**config.mk**
```make
export PLATFORM = sky130hd
export DESIGN_NAME = muldiv_hilo_unit
export DESIGN_NICKNAME = d
export VERILOG_FILES = /design/src/rtl/muldiv_hilo_unit.sv
export SDC_FILE = /design/constraint.sdc
export NUM_CORES = 1
export LEC_CHECK = 0
export BUFFER_PORTS_ARGS = -buffer_cell sky130_fd_sc_hd__buf_2
export CAP_MARGIN = 20
export CORE_UTILIZATION = 55
export CTS_CLUSTER_SIZE = 24
export DETAILED_ROUTE_END_ITERATION = 10
export GPL_TIMING_DRIVEN = 1
export PLACE_DENSITY = 0.74
export SLEW_MARGIN = 20
export SYNTH_ARGS = -nofsm -noshare
export SYNTH_HDL_FRONTEND = slang
export SYNTH_SLANG_ARGS = --single-unit
```
**constraint.sdc**
```tcl
create_clock -name clk -period 4.3 [get_ports clk]
set_input_delay 0.645 -clock clk [delete_from_list [all_inputs] [get_ports clk]]
set_output_delay 0.645 -clock clk [all_outputs]
set_load 0.01 [all_outputs]
```
**src/rtl/muldiv_hilo_unit.sv**
```systemverilog
// Iterative multiply/divide unit with private HI/LO registers for the E stage.
// One result bit per cycle: MSB-first shift-add multiply, restoring divide, sign fix-up at the end.
module muldiv_hilo_unit #(
    parameter int WIDTH = 32,
    parameter int CNT_W = $clog2(WIDTH) + 1
) (
    input  logic             clk,
    input  logic             rst,
    input  logic             start_i,
    input  logic [1:0]       op_i,
    input  logic [WIDTH-1:0] a_i,
    input  logic [WIDTH-1:0] b_i,
    input  logic             flush_i,
    input  logic             hi_we_i,
    input  logic             lo_we_i,
    input  logic [WIDTH-1:0] wdata_i,
    output logic             busy_o,
    output logic             done_o,
    output logic             div0_o,
    output logic [WIDTH-1:0] hi_o,
    output logic [WIDTH-1:0] lo_o
);

    typedef enum logic [1:0] {
        S_IDLE = 2'd0,
        S_CALC = 2'd1,
        S_FIX  = 2'd2
    } state_t;

    localparam logic [CNT_W-1:0] CNT_LAST = CNT_W'(WIDTH - 1);

    // Two's-complement negate when cond is set; used for magnitudes and sign fix-up.
    function automatic logic [WIDTH-1:0] neg_if(input logic [WIDTH-1:0] v, input logic cond);
        return cond ? (-v) : v;
    endfunction

    function automatic logic [2*WIDTH-1:0] neg2_if(input logic [2*WIDTH-1:0] v, input logic cond);
        return cond ? (-v) : v;
    endfunction

    state_t               state_q, state_d;
    logic [CNT_W-1:0]     cnt_q, cnt_d;
    logic [1:0]           op_q, op_d;
    logic                 sign_a_q, sign_a_d;
    logic                 sign_x_q, sign_x_d;
    // opnd: multiplicand (mul) or divisor (div); sh: multiplier (mul) or dividend/quotient (div)
    logic [WIDTH-1:0]     opnd_q, opnd_d;
    logic [WIDTH-1:0]     sh_q, sh_d;
    logic [2*WIDTH-1:0]   acc_q, acc_d;
    logic [WIDTH:0]       rem_q, rem_d;
    logic [WIDTH-1:0]     hi_q, hi_d;
    logic [WIDTH-1:0]     lo_q, lo_d;
    logic                 done_q, done_d;
    logic                 div0_q, div0_d;

    logic                 accept_s;
    logic                 in_signed_s;
    logic [WIDTH-1:0]     mag_a_s;
    logic [WIDTH-1:0]     mag_b_s;
    logic [2*WIDTH-1:0]   mul_step_s;
    logic [WIDTH:0]       trial_s;
    logic                 fits_s;
    logic [WIDTH:0]       rem_step_s;
    logic                 op_signed_s;
    logic [2*WIDTH-1:0]   prod_s;
    logic [WIDTH-1:0]     quo_res_s;
    logic [WIDTH-1:0]     rem_res_s;

    // Accept decode, operand magnitudes and the per-cycle iteration datapath.
    always_comb begin
        accept_s    = start_i & (state_q == S_IDLE) & ~done_q & ~flush_i;
        in_signed_s = ~op_i[0];
        mag_a_s     = neg_if(a_i, in_signed_s & a_i[WIDTH-1]);
        mag_b_s     = neg_if(b_i, in_signed_s & b_i[WIDTH-1]);

        mul_step_s  = {acc_q[2*WIDTH-2:0], 1'b0}
                    + (sh_q[WIDTH-1] ? {{WIDTH{1'b0}}, opnd_q} : {(2*WIDTH){1'b0}});

        trial_s     = {rem_q[WIDTH-1:0], sh_q[WIDTH-1]};
        fits_s      = (trial_s >= {1'b0, opnd_q});
        rem_step_s  = fits_s ? (trial_s - {1'b0, opnd_q}) : trial_s;

        op_signed_s = ~op_q[0];
        prod_s      = neg2_if(acc_q, op_signed_s & sign_x_q);
        quo_res_s   = neg_if(sh_q, op_signed_s & sign_x_q);
        rem_res_s   = neg_if(rem_q[WIDTH-1:0], op_signed_s & sign_a_q);
    end

    // Next-state logic: FSM, iteration registers and HI/LO update (FIX result beats MTHI/MTLO).
    always_comb begin
        state_d  = state_q;
        cnt_d    = cnt_q;
        op_d     = op_q;
        sign_a_d = sign_a_q;
        sign_x_d = sign_x_q;
        opnd_d   = opnd_q;
        sh_d     = sh_q;
        acc_d    = acc_q;
        rem_d    = rem_q;
        hi_d     = hi_we_i ? wdata_i : hi_q;
        lo_d     = lo_we_i ? wdata_i : lo_q;
        done_d   = 1'b0;
        div0_d   = 1'b0;

        case (state_q)
            S_IDLE: begin
                if (accept_s) begin
                    state_d  = S_CALC;
                    cnt_d    = {CNT_W{1'b0}};
                    op_d     = op_i;
                    sign_a_d = a_i[WIDTH-1];
                    sign_x_d = a_i[WIDTH-1] ^ b_i[WIDTH-1];
                    opnd_d   = op_i[1] ? mag_b_s : mag_a_s;
                    sh_d     = op_i[1] ? mag_a_s : mag_b_s;
                    acc_d    = {(2*WIDTH){1'b0}};
                    rem_d    = {(WIDTH+1){1'b0}};
                end else begin
                    state_d = S_IDLE;
                end
            end
            S_CALC: begin
                if (flush_i) begin
                    state_d = S_IDLE;
                end else begin
                    if (op_q[1]) begin
                        rem_d = rem_step_s;
                        sh_d  = {sh_q[WIDTH-2:0], fits_s};
                    end else begin
                        acc_d = mul_step_s;
                        sh_d  = {sh_q[WIDTH-2:0], 1'b0};
                    end
                    if (cnt_q == CNT_LAST) begin
                        state_d = S_FIX;
                    end else begin
                        cnt_d = cnt_q + CNT_W'(1);
                    end
                end
            end
            S_FIX: begin
                state_d = S_IDLE;
                if (!flush_i) begin
                    done_d = 1'b1;
                    if (op_q[1]) begin
                        // Divisor magnitude is zero exactly when the raw divisor was zero.
                        if (opnd_q == {WIDTH{1'b0}}) begin
                            div0_d = 1'b1;
                        end else begin
                            hi_d = rem_res_s;
                            lo_d = quo_res_s;
                        end
                    end else begin
                        hi_d = prod_s[2*WIDTH-1:WIDTH];
                        lo_d = prod_s[WIDTH-1:0];
                    end
                end else begin
                    done_d = 1'b0;
                end
            end
            default: begin
                state_d = S_IDLE;
            end
        endcase
    end

    // State and datapath registers, cleared asynchronously by rst.
    always_ff @(posedge clk or negedge rst) begin
        if (!rst) begin
            state_q  <= S_IDLE;
            cnt_q    <= {CNT_W{1'b0}};
            op_q     <= 2'b00;
            sign_a_q <= 1'b0;
            sign_x_q <= 1'b0;
            opnd_q   <= {WIDTH{1'b0}};
            sh_q     <= {WIDTH{1'b0}};
            acc_q    <= {(2*WIDTH){1'b0}};
            rem_q    <= {(WIDTH+1){1'b0}};
            hi_q     <= {WIDTH{1'b0}};
            lo_q     <= {WIDTH{1'b0}};
            done_q   <= 1'b0;
            div0_q   <= 1'b0;
        end else begin
            state_q  <= state_d;
            cnt_q    <= cnt_d;
            op_q     <= op_d;
            sign_a_q <= sign_a_d;
            sign_x_q <= sign_x_d;
            opnd_q   <= opnd_d;
            sh_q     <= sh_d;
            acc_q    <= acc_d;
            rem_q    <= rem_d;
            hi_q     <= hi_d;
            lo_q     <= lo_d;
            done_q   <= done_d;
            div0_q   <= div0_d;
        end
    end

    // Stall request must be combinational so the accept cycle itself freezes the pipe.
    assign busy_o = (state_q != S_IDLE) | accept_s;
    assign done_o = done_q;
    assign div0_o = div0_q;
    assign hi_o   = hi_q;
    assign lo_o   = lo_q;

endmodule

```
==> flow_summary.json <==
{
  "setup_viol": 0,
  "nets": 2714,
  "syn_inst": 2467,
  "gp_congestion": 1.00,
  "ctsLongestPathBuffers": 3,
  "drt_iter0_markers": 2175,
  "grt_pass1_vias": 18668,
  "design.core.area_sq_um": 35600,
  "slew_headroom": 0.274,
  "critPathMaxStageDelay_ns": 0.55,
  "cp-end-kind": "register",
  "crit_fanout": 20,
  "status": "finished, final reports clean",
  "fmax_ghz": 0.254,
  "critPathRequiredTime_ns": 4.75,
  "fin_crit_ns": 3.93,
  "crit_family": "compound AO/OA/AOI/OAI gates",
  "ir_drop_uv": 322,
  "final_cell_mix": "276 x nand2_1, 237 x dfrtp_1, 223 x nor2_1",
  "die_h_um": 192,
  "synth_edf_count": 0,
  "multi_input_area_sq_um": 13000,
  "syn_area_sq_um": 19900,
  "portBuffers": 170,
  "post_cts_buffers": 0,
  "avgSynthCellArea_sq_um": 8.05,
  "dp_hpwl_mm": 54.2,
  "fin_hold_ws_ns": 0.158,
  "synth_fa_ha_area_frac": 0.0461,
  "drv_cap": 0,
  "layout_commonest_cell": "nand2_1",
  "clock_sinks": 238,
  "synthFlopType": "dfrtp_1",
  "dieArea_sq_um": 36900,
  "path_clk_slew_ns": 0.07,
  "grt_usage": 0.385,
  "wl_per_cell_um": 23.6,
  "grt_setup_unrepaired": "no",
  "totalNegativeSetupSlack_ns": 0,
  "critPathKind": "reg -> reg",
  "antenna_found_initial": 0,
  "p_leak_nw": 9.47,
  "via_per_inst": 6.65,
  "synth.mux.area_fraction": 0.0489,
  "finalCritPeriodShare": 0.914,
  "htreeDepth": 1,
  "drt-pass1-iter-count": 6,
  "crit_slowest_cell": "a2111oi_4",
  "drive_gt1_frac": 0.129,
  "yosysUniqueCellTypes": 91,
  "worst-path-buf-inv": 2,
  "grt_pass1_wl_mm": 109,
  "cp.arrival_ns": 4.38,
  "synth_top_family_by_area": "compound AO/OA/AOI/OAI gates",
  "hold_buffers": 0,
  "row_count": 69,
  "seqCellArea_sq_um": 5960,
  "fin_worst_skew_ns": 0.0106,
  "total_power_w": 0.00967,
  "synth_compound_area_frac": 0.251,
  "yosysSeqAreaShare": 0.300,
  "hold_viol": 0,
  "ant_nets": 0,
  "tritoncts": "yes",
  "cp-start-kind": "register",
  "drc": 0,
  "clk_latency_ns": 0.57,
  "clk_root_buffer_cell": "clkbuf_16",
  "ys_warn_count": 0,
  "synth_xor_area_frac": 0.114,
  "syn_nets": 2643,
  "fp.dieW_um": 192,
  "drt_wl_total_mm": 71.3,
  "io_pins": 171,
  "grt_max_degree": 123,
  "drv_slew": 0,
  "ys_async_sr_fraction": 1.00,
  "synth_simple_gate_area_frac": 0.191,
  "r2r_start": "sh_q[31]$_DFFE_PN0P_",
  "power_density_nw_per_um2": 440,
  "worst_pin_slew_ns": 1.09,
  "start_util": 0.558,
  "num_vias": 20087,
  "grt_overflow": 0,
  "cp-startpoint": "sh_q[31]$_DFFE_PN0P_",
  "ys_ff_latch": 238,
  "hold_class": "in -> async",
  "path_cells": "clkinv_1 -> buf_4 -> nor2_1 -> ha_1 -> a21oi_1 -> o211ai_1 -> a21boi_0 -> o2111ai_1 -> a2111oi_4 -> o31ai_2 -> and2_1 -> a221o_1",
  "cts_buffers": 28,
  "syn_to_final_growth_pct": 10.6,
  "num-fill-cells": 3155
}
-- area by class of cell --
type                            instances  share of cell area
Multi-Input combinational cell       1981               0.592
Sequential cell                       238               0.271
Antenna cell                            3            0.000342
Inverter                               81              0.0138
Clock buffer                           42              0.0380
Timing Repair Buffer                  208              0.0533
Tap cell                              461              0.0262
Clock inverter                          8             0.00547
-- timing repair --
action / CTS / global route
resized for setup: 0 / 0
hold endpoints to repair: 0 / 0
setup endpoints to repair: 0 / 2
-- worst paths after layout --
| path | slack [ns] | cells past startpoint | end |
|---|---|---|---|
| worst min-delay path | 0.16 | 1 | acc_q[53]$_DFFE_PN0P_ |
| worst max-delay path | 0.37 | 12 | acc_q[38]$_DFFE_PN0P_ |
| min in group clk | 0.38 | 3 | sign_a_q$_DFFE_PN0P_ |
| max in group asynchronous | 3.01 | 2 | op_q[1]$_DFFE_PN0P_ |
| worst max register to register | 0.37 | 12 | acc_q[38]$_DFFE_PN0P_ |
| worst min register to register | 0.52 | 2 | opnd_q[20]$_DFFE_PN0P_ |
-- through the flow --
| step | setup slack, ns | instances | cell area, sq um | utilization |
|---|---|---|---|---|
| 6_report | 0.370 | 3022 | 22000 | 0.618 |
| 5_1_grt | 0.0151 | 3019 | 22000 | 0.618 |
| 4_1_cts | 0.409 | 3019 | 22000 | 0.617 |
| 3_5_place_dp | 0.450 | 2969 | 21000 | 0.591 |
| 3_3_place_gp | 0.552 | 2969 | 21000 | 0.591 |
| 2_1_floorplan | 0.913 | 2467 | 19900 | - |
-- cell usage after synthesis, drive strengths merged (30+ instances only) --
cell    number  area [sq um]
a21o        38           285
a21oi      183           916
a221oi      46           422
a31oi       37           231
clkbuf     148           561
dfrtp      238          5960
ha          70           876
inv         79           297
mux2i       70           701
nand2      277          1050
nand3       41           205
nand4       38           244
nor2       229           885
nor3        54           275
nor4        31           194
o21ai      203          1020
o22ai       32           200
o31ai       31           248
or3         30           188
xnor2      147          1290
xor2       112           981
-- sequential cells by signal (all words and copies together), names as in the netlist --
register / flops
rem_q: 32
sign_a_q: 1
state_q: 2
sh_q: 32
done_o: 1
sign_x_q: 1
div0_o: 1
op_q: 2
acc_q: 64
lo_o: 32
cnt_q: 6
opnd_q: 32
hi_o: 32
-- cell families after synthesis --
logic type,Yosys count
buffers and inverters,248
muxes,94
AOI/OAI and AO/OA,751
DFF,238
adders and majority gates,72
and+or+nand+nor,805
xor gates and xnor gates,259
-- per-layer routing --
| layer | track usage | share of wire | vias to the layer above |
|---|---|---|---|
| met4 | 0.190 | 0.051 | 0 |
| met5 | 0 | 0 | - |
| met1 | 0.526 | 0.41 | 9659 |
| li1 | - | - | 9105 |
| met2 | 0.590 | 0.44 | 1134 |
| met3 | 0.0605 | 0.10 | 189 |
-- where the power goes --
part,switching [W],internal [W],total (W)
Combinational,0.00259,0.00148,0.00407
Sequential,0.000517,0.00257,0.00309
Clock,0.00100,0.00151,0.00251
Note: power is estimated with default switching activity, not from simulation.
